--- config.mk ---
export PLATFORM = sky130hd
export DESIGN_NAME = mem_port_arbiter
export DESIGN_NICKNAME = d
export VERILOG_FILES = /design/src/rtl/mem_port_arbiter.sv
export SDC_FILE = /design/constraint.sdc
export NUM_CORES = 1
export LEC_CHECK = 0
export BUFFER_PORTS_ARGS = -buffer_cell sky130_fd_sc_hd__buf_2
export CORE_AREA = 2 2 108 110
export DETAILED_ROUTE_END_ITERATION = 10
export DIE_AREA = 0 0 110 112
export SETUP_SLACK_MARGIN = 0.4
export SYNTH_ARGS = -nofsm -noshare
export SYNTH_HDL_FRONTEND = slang
export SYNTH_SLANG_ARGS = --single-unit
export TNS_END_PERCENT = 1
--- constraint.sdc ---
create_clock -name clk -period 2.5 [get_ports clk]
set_input_delay 0.375 -clock clk [delete_from_list [all_inputs] [get_ports clk]]
set_output_delay 0.375 -clock clk [all_outputs]
set_load 0.01 [all_outputs]
--- src/rtl/mem_port_arbiter.sv ---
// mem_port_arbiter: shares one single-port SRAM between an instruction and a data requester,
// data-first with a starvation cap, one-cycle read latency and per-requester response skid registers.
module mem_port_arbiter #(
    parameter int ADDR_W     = 32,
    parameter int DATA_W     = 32,
    parameter int STARVE_MAX = 3
) (
    input  logic                clk,
    input  logic                reset,
    input  logic                inst_req_valid,
    output logic                inst_req_ready,
    input  logic [ADDR_W-1:0]   inst_req_addr,
    output logic                inst_rsp_valid,
    input  logic                inst_rsp_ready,
    output logic [DATA_W-1:0]   inst_rsp_data,
    input  logic                inst_flush,
    input  logic                data_req_valid,
    output logic                data_req_ready,
    input  logic [ADDR_W-1:0]   data_req_addr,
    input  logic [DATA_W/8-1:0] data_req_wen,
    input  logic [DATA_W-1:0]   data_req_wdata,
    output logic                data_rsp_valid,
    input  logic                data_rsp_ready,
    output logic [DATA_W-1:0]   data_rsp_data,
    output logic                sram_en,
    output logic [DATA_W/8-1:0] sram_wen,
    output logic [ADDR_W-1:0]   sram_addr,
    output logic [DATA_W-1:0]   sram_wdata,
    input  logic [DATA_W-1:0]   sram_rdata
);
    localparam int SW = $clog2(STARVE_MAX + 1);
    localparam logic [SW-1:0] SMAX = SW'(STARVE_MAX);

    logic              i_pend_q, i_pend_d, i_hv_q, i_hv_d;
    logic              d_pend_q, d_pend_d, d_hv_q, d_hv_d;
    logic [DATA_W-1:0] i_hold_q, i_hold_d, d_hold_q, d_hold_d;
    logic [SW-1:0]     starve_q, starve_d;
    logic              i_elig, d_elig, inst_gnt, data_gnt;

    // A flush frees the instruction side immediately so a redirect fetch can issue in the same cycle.
    always_comb begin
        i_elig         = !(i_hv_q && !inst_flush) && !(i_pend_q && !inst_flush && !inst_rsp_ready);
        d_elig         = !d_hv_q && !(d_pend_q && !data_rsp_ready);
        inst_gnt       = !reset && inst_req_valid && i_elig &&
                         (starve_q == SMAX || !(data_req_valid && d_elig));
        data_gnt       = !reset && data_req_valid && d_elig && !inst_gnt;
        inst_req_ready = inst_gnt;
        data_req_ready = data_gnt;
        sram_en        = inst_gnt || data_gnt;
        sram_wen       = data_gnt ? data_req_wen : '0;
        sram_addr      = inst_gnt ? inst_req_addr : data_req_addr;
        sram_wdata     = data_req_wdata;
        inst_rsp_valid = !reset && !inst_flush && (i_hv_q || i_pend_q);
        inst_rsp_data  = i_hv_q ? i_hold_q : sram_rdata;
        data_rsp_valid = !reset && (d_hv_q || d_pend_q);
        data_rsp_data  = d_hv_q ? d_hold_q : sram_rdata;
        i_pend_d       = inst_gnt;
        i_hv_d         = !inst_flush && (i_hv_q ? !inst_rsp_ready : (i_pend_q && !inst_rsp_ready));
        i_hold_d       = i_hv_q ? i_hold_q : sram_rdata;
        d_pend_d       = data_gnt && (data_req_wen == '0);
        d_hv_d         = d_hv_q ? !data_rsp_ready : (d_pend_q && !data_rsp_ready);
        d_hold_d       = d_hv_q ? d_hold_q : sram_rdata;
        starve_d       = (!inst_req_valid || inst_gnt) ? '0 :
                         (data_gnt && i_elig && starve_q != SMAX) ? starve_q + 1'b1 : starve_q;
    end

    always_ff @(posedge clk) begin
        if (reset) begin
            i_pend_q <= 1'b0;
            i_hv_q   <= 1'b0;
            d_pend_q <= 1'b0;
            d_hv_q   <= 1'b0;
            starve_q <= '0;
        end else begin
            i_pend_q <= i_pend_d;
            i_hv_q   <= i_hv_d;
            d_pend_q <= d_pend_d;
            d_hv_q   <= d_hv_d;
            starve_q <= starve_d;
        end
        i_hold_q <= i_hold_d;
        d_hold_q <= d_hold_d;
    end
endmodule
Yosys cells after proc, flatten, opt, wreduce, memory -nomap -nowiden
Cells that the tools add are included.
{"block": "totals", "reg_bits": 70, "latchBits": 0, "ramBits": 0, "rom_bits": 0, "inputBits": 139, "out_inout_bits": 137, "elab_cells": 55, "mem_count": 0}
{"block": "classes", "addsub": 1, "multipliers": 0, "div": 0, "order_cmp": 0, "n_eq_ne": 2, "shifts": 0, "mux": 6, "bitwise": 0, "reduce_logical": 39}
{"operator": "2-to-1 mux 32 bit", "count": 3}
{"operator": "logical AND 1 bit", "count": 21}
{"operator": "logical NOT 1 bit", "count": 11}
{"operator": "logical OR 1 bit", "count": 5}
{"operator": "logical NOT 4 bit", "count": 1}
{"operator": "2-to-1 mux 4 bit", "count": 1}
{"operator": "adder 2 x 1 -> 2 bit, second input constant", "count": 1}
{"operator": "== test 2 bit, second input constant", "count": 1}
{"operator": "2-to-1 mux 1 bit", "count": 2}
{"operator": "inequality test 2 bit, second input constant", "count": 1}
{"operator": "OR reduction 2 bit", "count": 1}

Longest topological paths before layout
{"block": "logic_depth", "ltp_word": 12, "ltp_mapped": 7, "depth_no_buf": 4}

Worst setup path after synthesis
OpenSTA, ideal clock, no wires.
{"block": "synth_timing", "path_kind": "input port to output port", "start": "input port data_rsp_ready", "end": "output port sram_addr[10]", "t_arrival_ps": 1618, "required_time_ps": 2125, "setup_slack_ps": 507, "path_stages": 6, "n_path_buf": 2, "path_cell_list": "nand2b_4 nor4bb_2 or3_1 buf_6 buf_6 mux2_4"}
{"block": "synth_between", "elab_chain_len": 9}
{"item": "start: declaration", "line_no": "23", "source": "input logic data_rsp_ready,"}
{"item": "logical NOT 1 bit", "line_no": "43", "source": "d_elig = !d_hv_q && !(d_pend_q && !data_rsp_ready);"}
{"item": "logical AND 1 bit", "line_no": "43"}
{"item": "logical NOT 1 bit", "line_no": "43"}
{"item": "logical AND 1 bit", "line_no": "43"}
{"item": "logical AND 1 bit", "line_no": "45", "source": "(starve_q == SMAX || !(data_req_valid && d_elig));"}
{"item": "logical NOT 1 bit", "line_no": "45"}
{"item": "logical OR 1 bit", "line_no": "45"}
{"item": "logical AND 1 bit", "line_no": "44", "source": "inst_gnt = !reset && inst_req_valid && i_elig &&"}
{"item": "2-to-1 mux 32 bit", "line_no": "51", "source": "sram_addr = inst_gnt ? inst_req_addr : data_req_addr;"}
{"item": "end: declaration", "line_no": "27", "source": "output logic [ADDR_W-1:0] sram_addr,"}
Every way passes these cells.

Final worst setup path
{"block": "layout_timing", "start": "register d_pend_q", "end": "register starve_q[0]"}
{"block": "layout_between", "elab_chain_len": 11, "word_cells_on_any_way": 14, "cone_classes": "reduce/logical: 14"}
{"item": "start: declaration", "line_no": "35", "source": "logic d_pend_q, d_pend_d, d_hv_q, d_hv_d;"}
{"item": "start signal: assignment", "line_no": "77", "source": "d_pend_q <= d_pend_d;"}
{"item": "logical AND 1 bit (*)", "line_no": "43"}
{"item": "logical NOT 1 bit (*)", "line_no": "43"}
{"item": "logical AND 1 bit (*)", "line_no": "43"}
{"item": "logical AND 1 bit", "line_no": "45"}
{"item": "logical NOT 1 bit", "line_no": "45"}
{"item": "logical OR 1 bit", "line_no": "45"}
{"item": "logical AND 1 bit", "line_no": "44"}
{"item": "logical NOT 1 bit", "line_no": "46", "source": "data_gnt = !reset && data_req_valid && d_elig && !inst_gnt;"}
{"item": "logical AND 1 bit", "line_no": "46"}
{"item": "logical AND 1 bit (2 in a row)", "line_no": "64", "source": "(data_gnt && i_elig && starve_q != SMAX) ? starve_q + 1'b1 : starve_q;"}
{"item": "end signal: assignment", "line_no": "79", "source": "starve_q <= starve_d;"}
{"item": "end: declaration", "line_no": "37", "source": "logic [SW-1:0] starve_q, starve_d;"}
Mark *: on every way between the ends. The rest lies on a longest branch, timed or not.
A chain may end at the register's enable or synchronous reset.

==> flow_summary.ini <==
[timing]
fin_crit_ns = 2.400
worst_slew_pin_slew_ns = 0.4766
post-route-period-util = 0.9601
slew_violations = 0
fmax_mhz = 416.6
relSlewSlack = 0.6823
hold_viol_final = 0
tns_ns = 0
finClkSkew_ns = 0.005636
rsz0062_at_grt = true
setup_viol = 0

[route]
vias_per_cell = 4.374
wire_per_inst_um = 17.49
drt_wl_total_um = 10390
vias = 2598
top_layer_used = met4
route.detailed.drc = 0
dr.pass1.iters = 4
dr_wl_met2_um = 5296
met3WireLength_um = 1488
wl_met1_um = 3423
drt-initial-drc-count = 47
ant_nets = 0

[synth]
ys_types = 25
syn_area_per_cell_sq_um = 12.82
synth_warnings = 0
synth_mux_area_frac = 0.3810
synthCells = 242
ys_ff_latch = 70
synth_top_area_cell = dfxtp_1
syn_nets = 382
synth_top_family_by_area = multiplexers
seq_area_frac_synth = 0.4516
yosys.area_share.simple = 0.04556
synth_adder_area_share = 0.004032
synth_top_area_share = 0.4516
synth.cell_area_sq_mm = 0.003103
synth_xor_area_frac = 0
ys_top_cells_by_area = dfxtp_1, mux2_2, mux2_4, buf_4, mux2_1
synth-compound-area-share = 0.01169

[layout]
area.growth.synth_to_final_pct = 55.32
multi_input_area_sq_mm = 0.001403
drive_gt1_frac = 0.7778
finish.utilization = 0.4313
final-seq-area_sq_mm = 0.001408
final_cells = 594
fillers = 1078
fin_nets = 585

[place]
dpl.cell_count = 558
hpwl_um = 7955
globalplace.congestion = 0.8965
io_buffers = 211

[global_routing]
grt_pass1_vias = 2759
track_usage = 0.1544
grt_antenna_before_repair = 1
grt-ovfl-total = 0
grt_max_degree = 34
grt_pass1_wl_um = 14100

[cts]
cts_tree = yes
cts_max_path_buffers = 2
cts-root-buf = clkbuf_16
worstSkewPairLatency_ns = 0.32
clk_pin_slew_worst_paths_ns = 0.06
h-tree-depth = 3
cts_buffers = 9
cts_sinks = 70

[setup_path]
cp.arrival_ns = 2.61
cpMostUsedCell = buf_4
critPathCaptureType = flop
crit_type = flop to flop
cpMaxStageDelayCell = dfxtp_2
worst-path-max-fanout = 2
cp_num_buf_inv = 13
required_ns = 2.71
path_delay_family = buffers and inverters
worstPathCellList = nand2b_4 -> nor4bb_4 -> buf_4 -> buf_4 -> buf_4 -> buf_4 -> buf_4 -> buf_4 -> buf_4 -> buf_4 -> buf_4 -> buf_4 -> buf_4 -> buf_4 -> buf_4 -> nand3b_1 -> a21oi_1
slowest_delay_ns = 0.35
critPathLaunchType = flop

[die]
start_util = 0.2777
dieWidth_um = 110
num_rows = 39
die_y_um = 112
core-area_sq_mm = 0.01117
die_area_sq_mm = 0.01232
ioPinCount = 276

[pwr]
power.density_mw_per_mm2 = 640.8
p_total_mw = 3.088
peakVddDrop_uv = 547.2
p_leak_nw = 2.393

[flow_run]
maxCapViolCount = 0

[status]
outcome = finished clean

[worst_hold_path]
min_path_type = primary input to flop
## cells by family after synthesis
family / after synthesis
multiplexers: 96
buffers and inverters: 47
AND/OR/NAND/NOR: 22
flip-flops: 70
AO/OA/AOI/OAI: 6
adder cells (fa/ha/maj): 1
## state kept, by name (all words and copies together) (netlist names)
signal and cells:
d_hold_q 32, i_hold_q 32, starve_q 2, d_hv_q 1
d_pend_q 1, i_hv_q 1, i_pend_q 1
## repair_timing
action                                  in CTS  in global routing
hold buffers                                 0                  0
pin swaps                                    2                  3
setup buffers                               12                  4
hold endpoints to repair                     0                  0
gates resized for setup                     40                  1
cloned                                       1                  2
endpoints found under the setup margin      34                 72
## metal layers
layer  vias up  global-route usage
li1       1217                   -
met1      1205              0.1429
met3        15             0.08489
met2       161              0.2789
met5         -                   0
met4         0             0.05570
## placed cells by master (no fill, tap or decap), drive strengths merged
cell type    n
bufinv       2
o21ai        1
buf        234
nand2b       3
clkinv       2
nand2        2
nor4bb       1
or3          1
inv          3
a311oi       1
mux2        96
ha           1
nor3         2
nor2         3
clkinvlp     1
nand3b       2
a21o         1
dfxtp       70
and2         5
clkbuf      13
diode        1
nand3        1
a21oi        3
nor4         2
## final cells by class
cell class | instances | share of cell area
Antenna cell | 1 | 0.0005192
Clock inverter | 5 | 0.01687
Timing Repair Buffer | 236 | 0.3071
Inverter | 3 | 0.002856
Sequential cell | 70 | 0.2921
Tap cell | 143 | 0.03712
Multi-Input combinational cell | 125 | 0.2910
Clock buffer | 11 | 0.05244
## report_power, final
group	switching (mW)	internal, mW
Combinational	0.214	0.296
Sequential	0.0140	1.18
Clock	0.460	0.927
Total	0.688	2.40
## Yosys cell counts
cell and instances:
mux2_2 58, nor3_1 2, inv_2 3, nand2b_4 1
buf_6 4, dfxtp_1 70, a21o_1 1, a21oi_1 3
a311oi_1 1, nand2b_1 2, ha_1 1, nand3_1 1
mux2_1 11, buf_2 2, or3_1 1, nor2_1 3
nand2_1 2, buf_4 32, o21ai_1 1, nor4_1 2
nand3b_1 2, mux2_4 27, nor4bb_2 1, buf_1 6
and2_1 5
## path summary, 6_finish.rpt
path	from	endpoint	slack (ns)	cells past startpoint
max	d_pend_q	starve_q[0]	0.1	17
min reg2reg	i_hold_q[31]	i_hold_q[31]	0.46	1
max reg2reg	d_pend_q	starve_q[0]	0.1	17
min	inst_rsp_ready	i_hv_q	0.22	2
## per-stage QoR
stage / setup WS (ns) / hold slack [ns] / area [sq um]
floorplan: 0.5066 / 0.4351 / 3103
global placement: 0.09715 / 0.4412 / 4081
detailed placement: 0.06964 / 0.4476 / 4081
CTS: 0.06776 / 0.2052 / 4736
global route: 0.03727 / 0.2130 / 4820
finish: 0.09968 / 0.2240 / 4820
(Power assumes the default switching activity.)
